<file path="config.mk">
export PLATFORM = sky130hd
export DESIGN_NAME = sparse_tree_writer
export DESIGN_NICKNAME = d
export VERILOG_FILES = /design/src/rtl/sparse_tree_writer.sv
export SDC_FILE = /design/constraint.sdc
export NUM_CORES = 2
export LEC_CHECK = 0
export BUFFER_PORTS_ARGS = -buffer_cell sky130_fd_sc_hd__buf_4
export CORE_ASPECT_RATIO = 1.1
export CORE_MARGIN = 2
export CORE_UTILIZATION = 50
export DETAILED_ROUTE_END_ITERATION = 8
export GPL_TIMING_DRIVEN = 0
export PLACE_DENSITY = 0.8
export SYNTH_ARGS = -nofsm -noshare
export SYNTH_HDL_FRONTEND = slang
export SYNTH_SLANG_ARGS = --single-unit
</file>
<file path="constraint.sdc">
create_clock -name clk -period 7.53 [get_ports clk]
set_input_delay 1.1295 -clock clk [delete_from_list [all_inputs] [get_ports clk]]
set_output_delay 1.1295 -clock clk [all_outputs]
set_load 0.02 [all_outputs]
</file>
<file path="src/rtl/sparse_tree_writer.sv">
// Sorted sparse-entry store keyed by {row,col}: a serial search locates the slot,
// then a single commit edge overwrites, deletes (shift down) or inserts (shift up).
module sparse_tree_writer #(
  parameter int unsigned DEPTH = 15,
  parameter int unsigned W     = 16
) (
  input  logic               clk,
  input  logic               rst,
  input  logic               clear,
  input  logic               in_valid,
  output logic               in_ready,
  input  logic [W-1:0]       in_row,
  input  logic [W-1:0]       in_col,
  input  logic [W-1:0]       in_data,
  output logic [DEPTH*W-1:0] tree_row,
  output logic [DEPTH*W-1:0] tree_col,
  output logic [DEPTH*W-1:0] tree_data,
  output logic [3:0]         count,
  output logic               full,
  output logic               overflow
);

  localparam int unsigned CW = 4;

  typedef enum logic [1:0] {StIdle, StSearch, StCommit} state_e;

  state_e         state_q, state_d;
  logic [W-1:0]   row_q [DEPTH];
  logic [W-1:0]   row_d [DEPTH];
  logic [W-1:0]   col_q [DEPTH];
  logic [W-1:0]   col_d [DEPTH];
  logic [W-1:0]   dat_q [DEPTH];
  logic [W-1:0]   dat_d [DEPTH];
  logic [CW-1:0]  count_q, count_d;
  logic [CW-1:0]  idx_q, idx_d;
  logic           ovf_q, ovf_d;
  logic           hit_q, hit_d;
  logic [W-1:0]   lrow_q, lrow_d, lcol_q, lcol_d, ldat_q, ldat_d;
  logic [2*W-1:0] lkey, cur_key;

  // Neighbour indices clamped in range; the clamped cases are never selected.
  function automatic int unsigned nxt(input int unsigned i);
    return (i < DEPTH - 1) ? i + 1 : i;
  endfunction

  function automatic int unsigned prv(input int unsigned i);
    return (i > 0) ? i - 1 : 0;
  endfunction

  assign lkey = {lrow_q, lcol_q};

  always_comb begin
    cur_key = '0;
    for (int unsigned i = 0; i < DEPTH; i++) begin
      if (idx_q == CW'(i)) cur_key = {row_q[i], col_q[i]};
    end
  end

  always_comb begin
    state_d = state_q;
    idx_d   = idx_q;
    hit_d   = hit_q;
    count_d = count_q;
    ovf_d   = ovf_q;
    lrow_d  = lrow_q;
    lcol_d  = lcol_q;
    ldat_d  = ldat_q;
    for (int unsigned i = 0; i < DEPTH; i++) begin
      row_d[i] = row_q[i];
      col_d[i] = col_q[i];
      dat_d[i] = dat_q[i];
    end

    if (clear) begin
      state_d = StIdle;
      idx_d   = '0;
      hit_d   = 1'b0;
      count_d = '0;
      ovf_d   = 1'b0;
      for (int unsigned i = 0; i < DEPTH; i++) begin
        row_d[i] = '0;
        col_d[i] = '0;
        dat_d[i] = '0;
      end
    end else begin
      unique case (state_q)
        StIdle: begin
          if (in_valid) begin
            lrow_d  = in_row;
            lcol_d  = in_col;
            ldat_d  = in_data;
            idx_d   = '0;
            state_d = StSearch;
          end
        end
        StSearch: begin
          if (idx_q == count_q || cur_key >= lkey) begin
            hit_d   = (idx_q != count_q) && (cur_key == lkey);
            state_d = StCommit;
          end else begin
            idx_d = idx_q + 1'b1;
          end
        end
        StCommit: begin
          state_d = StIdle;
          if (hit_q) begin
            if (ldat_q != '0) begin
              for (int unsigned i = 0; i < DEPTH; i++) begin
                if (CW'(i) == idx_q) dat_d[i] = ldat_q;
              end
            end else begin
              for (int unsigned i = 0; i < DEPTH; i++) begin
                if (CW'(i) >= idx_q && CW'(i) + 1'b1 < count_q) begin
                  row_d[i] = row_q[nxt(i)];
                  col_d[i] = col_q[nxt(i)];
                  dat_d[i] = dat_q[nxt(i)];
                end else if (CW'(i) + 1'b1 == count_q) begin
                  row_d[i] = '0;
                  col_d[i] = '0;
                  dat_d[i] = '0;
                end
              end
              count_d = count_q - 1'b1;
            end
          end else if (ldat_q != '0) begin
            if (count_q == CW'(DEPTH)) begin
              ovf_d = 1'b1;
            end else begin
              for (int unsigned i = 0; i < DEPTH; i++) begin
                if (CW'(i) == idx_q) begin
                  row_d[i] = lrow_q;
                  col_d[i] = lcol_q;
                  dat_d[i] = ldat_q;
                end else if (CW'(i) > idx_q && CW'(i) <= count_q) begin
                  row_d[i] = row_q[prv(i)];
                  col_d[i] = col_q[prv(i)];
                  dat_d[i] = dat_q[prv(i)];
                end
              end
              count_d = count_q + 1'b1;
            end
          end
        end
        default: state_d = StIdle;
      endcase
    end
  end

  always_ff @(posedge clk or negedge rst) begin
    if (!rst) begin
      state_q <= StIdle;
      idx_q   <= '0;
      hit_q   <= 1'b0;
      count_q <= '0;
      ovf_q   <= 1'b0;
      lrow_q  <= '0;
      lcol_q  <= '0;
      ldat_q  <= '0;
      for (int unsigned i = 0; i < DEPTH; i++) begin
        row_q[i] <= '0;
        col_q[i] <= '0;
        dat_q[i] <= '0;
      end
    end else begin
      state_q <= state_d;
      idx_q   <= idx_d;
      hit_q   <= hit_d;
      count_q <= count_d;
      ovf_q   <= ovf_d;
      lrow_q  <= lrow_d;
      lcol_q  <= lcol_d;
      ldat_q  <= ldat_d;
      for (int unsigned i = 0; i < DEPTH; i++) begin
        row_q[i] <= row_d[i];
        col_q[i] <= col_d[i];
        dat_q[i] <= dat_d[i];
      end
    end
  end

  always_comb begin
    tree_row  = '0;
    tree_col  = '0;
    tree_data = '0;
    for (int unsigned i = 0; i < DEPTH; i++) begin
      tree_row[W*i +: W]  = row_q[i];
      tree_col[W*i +: W]  = col_q[i];
      tree_data[W*i +: W] = dat_q[i];
    end
  end

  assign in_ready = (state_q == StIdle);
  assign count    = count_q;
  assign full     = (count_q == CW'(DEPTH));
  assign overflow = ovf_q;

endmodule

</file>
==> flow_summary.toml <==
[outcome]
status = "finished with violations"
violations = "max-capacitance violations, max-slew violations"

[floorplanning]
die_area_sq_um = 99400
die_x_um = 301
design.portCount = 779
core-area_sq_um = 95900
rows = 119
die_y_um = 330
start_util = 0.505

[sta]
period_needed_ps = 7450
relSlewSlack = -0.00593
fmax_mhz = 134
final_hold_viol_count = 0
rsz0062_at_grt = "no"
clock_skew_ps = 30.9
finalSetupViolations = 0
period_share = 0.990
tightest_slew_ps = 1510
maxSlewViolCount = 11

[worst_setup_path]
max_stage_delay_ps = 760
end_kind = "register"
cpMostUsedCell = "clkbuf_1"
cp_max_fo = 10
crit_required_ps = 8060
worst-r2r-setup-slack_ps = 80
r2r-start = "idx_q[1]$_DFFE_PN0P_"
slowest_stage = "clkbuf_1"
arrival_ps = 7980
critPathLaunch = "idx_q[1]$_DFFE_PN0P_"
path_cells = "clkbuf_1 > inv_1 > ha_1 > clkbuf_1 > nor3b_1 > clkbuf_1 > clkbuf_1 > nand3_1 > a31oi_1 > a211oi_1 > o21ai_0 > nand2_1 > o21ai_0 > ha_1 > nand4_1 > nor4_1 > buf_2 > o21ai_0 > o21a_1 > and3b_1 > clkbuf_1 > nand2_1 > o221ai_1"
reg2reg_depth = 23
startpoint_type = "register"
path_class = "register to register"
reg2reg_to = "idx_q[3]$_DFFE_PN0P_"

[final_layout]
layout-drive-gt1-share = 0.184
utilization = 0.618
regArea_sq_um = 19500
n_fill_cell = 8852
fin_nets = 7273
area_growth_pct = 22.3
multiInputGateArea_sq_um = 26100
post-route-cell-area_sq_um = 59300

[global_routing]
grt_max_degree = 105
grt_antenna_before_repair = 7
grt_overflow = 0
grt_pass1_vias = 55636
grt_pass1_wl_um = 384000
grt_usage = 0.532

[cts]
cts.clk_slew.worst_paths_ps = 60
clock-sinks = 780
clk_latency_ps = 700
cts_tree = "done"
cts_root_buf = "clkbuf_16"
clock_path_buffers = 3
h-tree-depth = 3
post_cts_buffers = 0
cts.repair.resized = 0
cts_inserted_buffers = 90
cts_hold_buffers = 0

[synth]
synth_xor_area_frac = 0.00127
synthAdderAreaFrac = 0.0103
synth.area.mux_share = 0.0558
async_flop_share = 1.00
synth_compound_area_frac = 0.284
ys_dominant_reg_cell = "dfrtp_1"
ys_seq_area_frac = 0.403
yosys.area_share.simple = 0.186
synth_edf_count = 0
avgSynthCellArea_sq_um = 7.69
yosys_warnings = 0
syn-num-nets = 6395
synth_cells = 6303
syn_area_sq_um = 48400
ys_ff_latch = 780
synth.distinct_cells = 75
synth_top_family_by_area = "compound AO/OA/AOI/OAI gates"

[power]
leakagePower_nw = 25.6
power_density_nw_per_um2 = 311
swShare = 0.454
p_sw_mw = 8.36
vdd_drop_max_mv = 0.210
p_int_mw = 10.1
seq_power_share = 0.362
pwr-share-clk = 0.263
pwr-share-comb = 0.375

[flow_run]
cap_violations = 1

[route]
wire_per_inst_um = 32.0
first_pass_iters = 7
vias_per_cell = 6.87
drtAntennaViolNets = 0
wl_um = 273000
drt_iter0_markers = 9342
vias = 58622
drc_errors = 0

[hold_path]
hold_class = "input pin to asynchronous set/reset pin"

[place]
dpl.hpwl_um = 215000
place_area_sq_um = 56100
gp_congestion = 1.05
io_buffer_count = 777
stage by stage:
stage / total power [mW] / std cells / hold WS, ps / setup slack, ps / TNS (ps)
2_1_floorplan: 9.46 / 6303 / 588 / 3180 / 0
3_3_place_gp: 13.1 / 8350 / 485 / -3970 / -3006610
3_5_place_dp: 13.2 / 8359 / 501 / 639 / 0
4_1_cts: 17.9 / 8523 / 444 / 581 / 0
5_1_grt: 18.8 / 8525 / 467 / 149 / 0
6_report: 18.4 / 8531 / 376 / 77.2 / 0
layer usage:
| layer | routed length [um] | track usage | vias to the layer above | part of all wire |
|---|---|---|---|---|
| met1 | 91100 | 0.618 | 27979 | 0.33 |
| li1 | - | - | 23956 | - |
| met3 | 38500 | 0.192 | 1542 | 0.14 |
| met2 | 114000 | 0.778 | 5141 | 0.42 |
| met5 | 31 | 0 | - | 0.00011 |
| met4 | 29900 | 0.459 | 4 | 0.11 |
cells in the mapped netlist, drive strengths merged (4+ instances only):
master | number | area (sq um)
a2111oi | 7 | 174
a211oi | 44 | 355
a21o | 7 | 52.6
a21oi | 1406 | 7270
a221oi | 59 | 517
a22oi | 35 | 263
a2bb2oi | 4 | 35.0
a311oi | 167 | 1460
a31oi | 49 | 307
and2 | 12 | 80.1
and3 | 40 | 250
buf | 136 | 753
clkbuf | 517 | 1940
dfrtp | 780 | 19500
ha | 40 | 500
inv | 51 | 191
mux2 | 186 | 2090
mux2i | 61 | 611
nand2 | 1595 | 5990
nand2b | 23 | 144
nand3 | 52 | 260
nand3b | 7 | 52.6
nand4 | 11 | 83.8
nor2 | 438 | 1790
nor2b | 6 | 37.5
nor3 | 10 | 66.3
nor4 | 8 | 140
o211ai | 9 | 67.6
o21a | 14 | 105
o21ai | 255 | 1280
o221ai | 37 | 324
o22ai | 98 | 613
o31ai | 65 | 488
o41ai | 30 | 263
or2 | 5 | 31.3
xnor2 | 7 | 61.3
cell families after synthesis:
| logic type | Yosys count |
|---|---|
| AOI/OAI and AO/OA | 2307 |
| and+or+nand+nor | 2218 |
| DFF | 780 |
| buffers and inverters | 704 |
| muxes | 247 |
| adders and majority gates | 40 |
| xor gates and xnor gates | 7 |
cells in the final DEF (no fill, tap or decap), types with 42 or more instances in the layout:
| cell type | n |
|---|---|
| clkbuf_1 | 528 |
| o22ai_1 | 98 |
| a31oi_1 | 49 |
| nor2_2 | 59 |
| o31ai_1 | 65 |
| nand3_1 | 52 |
| a221oi_1 | 59 |
| a311oi_1 | 167 |
| a21oi_2 | 61 |
| buf_2 | 69 |
| mux2i_1 | 61 |
| inv_1 | 50 |
| buf_1 | 44 |
| dfrtp_1 | 780 |
| nand2_1 | 1595 |
| mux2_2 | 158 |
| a21oi_1 | 1345 |
| a211oi_1 | 42 |
| clkbuf_16 | 90 |
| o21ai_0 | 249 |
| nor2_1 | 379 |
| buf_4 | 783 |
flip-flops by register name, indices dropped and copies added (netlist names), 2 cells and up:
| register | count |
|---|---|
| count | 4 |
| idx_q | 4 |
| lcol_q | 16 |
| ldat_q | 16 |
| lrow_q | 16 |
| state_q | 2 |
| tree_col | 240 |
| tree_data | 240 |
| tree_row | 240 |
how the worst max path moves through the flow:
stage / to / slack [ps] / cells past startpoint
after floorplan: idx_q[2]$_DFFE_PN0P_ / 3180 / 22
after global placement: tree_col[28]$_DFFE_PN0P_ / -3970 / 1
after detailed placement: idx_q[3]$_DFFE_PN0P_ / 640 / 23
after CTS: idx_q[3]$_DFFE_PN0P_ / 580 / 23
after global routing: idx_q[3]$_DFFE_PN0P_ / 150 / 23
final: idx_q[3]$_DFFE_PN0P_ / 80 / 23
worst max-delay path: cells and delay by family (launching register included):
family / cells / cell delay, ps
DFF: 1 / 460
AOI/OAI and AO/OA: 7 / 1600
buffers and inverters: 7 / 2850
adders and majority gates: 2 / 390
and+or+nand+nor: 7 / 1930
final cells by class:
cell class | count | share of cell area
flip-flops and latches | 780 | 0.329
clock inverters | 42 | 0.00980
clock buffers | 122 | 0.0429
repair buffers | 786 | 0.102
multi-input cells | 4819 | 0.440
well taps | 1270 | 0.0268
inverters | 51 | 0.00323
diodes | 8 | 0.000338
plain buffers | 653 | 0.0455
power by group through the flow:
stage	registers (mW)	logic [mW]	clock network, mW
floorplan	6.80	2.66	0
global placement	6.62	6.50	0
detailed placement	6.60	6.59	0
CTS	6.54	6.62	4.78
global route	6.64	7.16	4.96
finish	6.66	6.91	4.85
(Power assumes the default switching activity.)
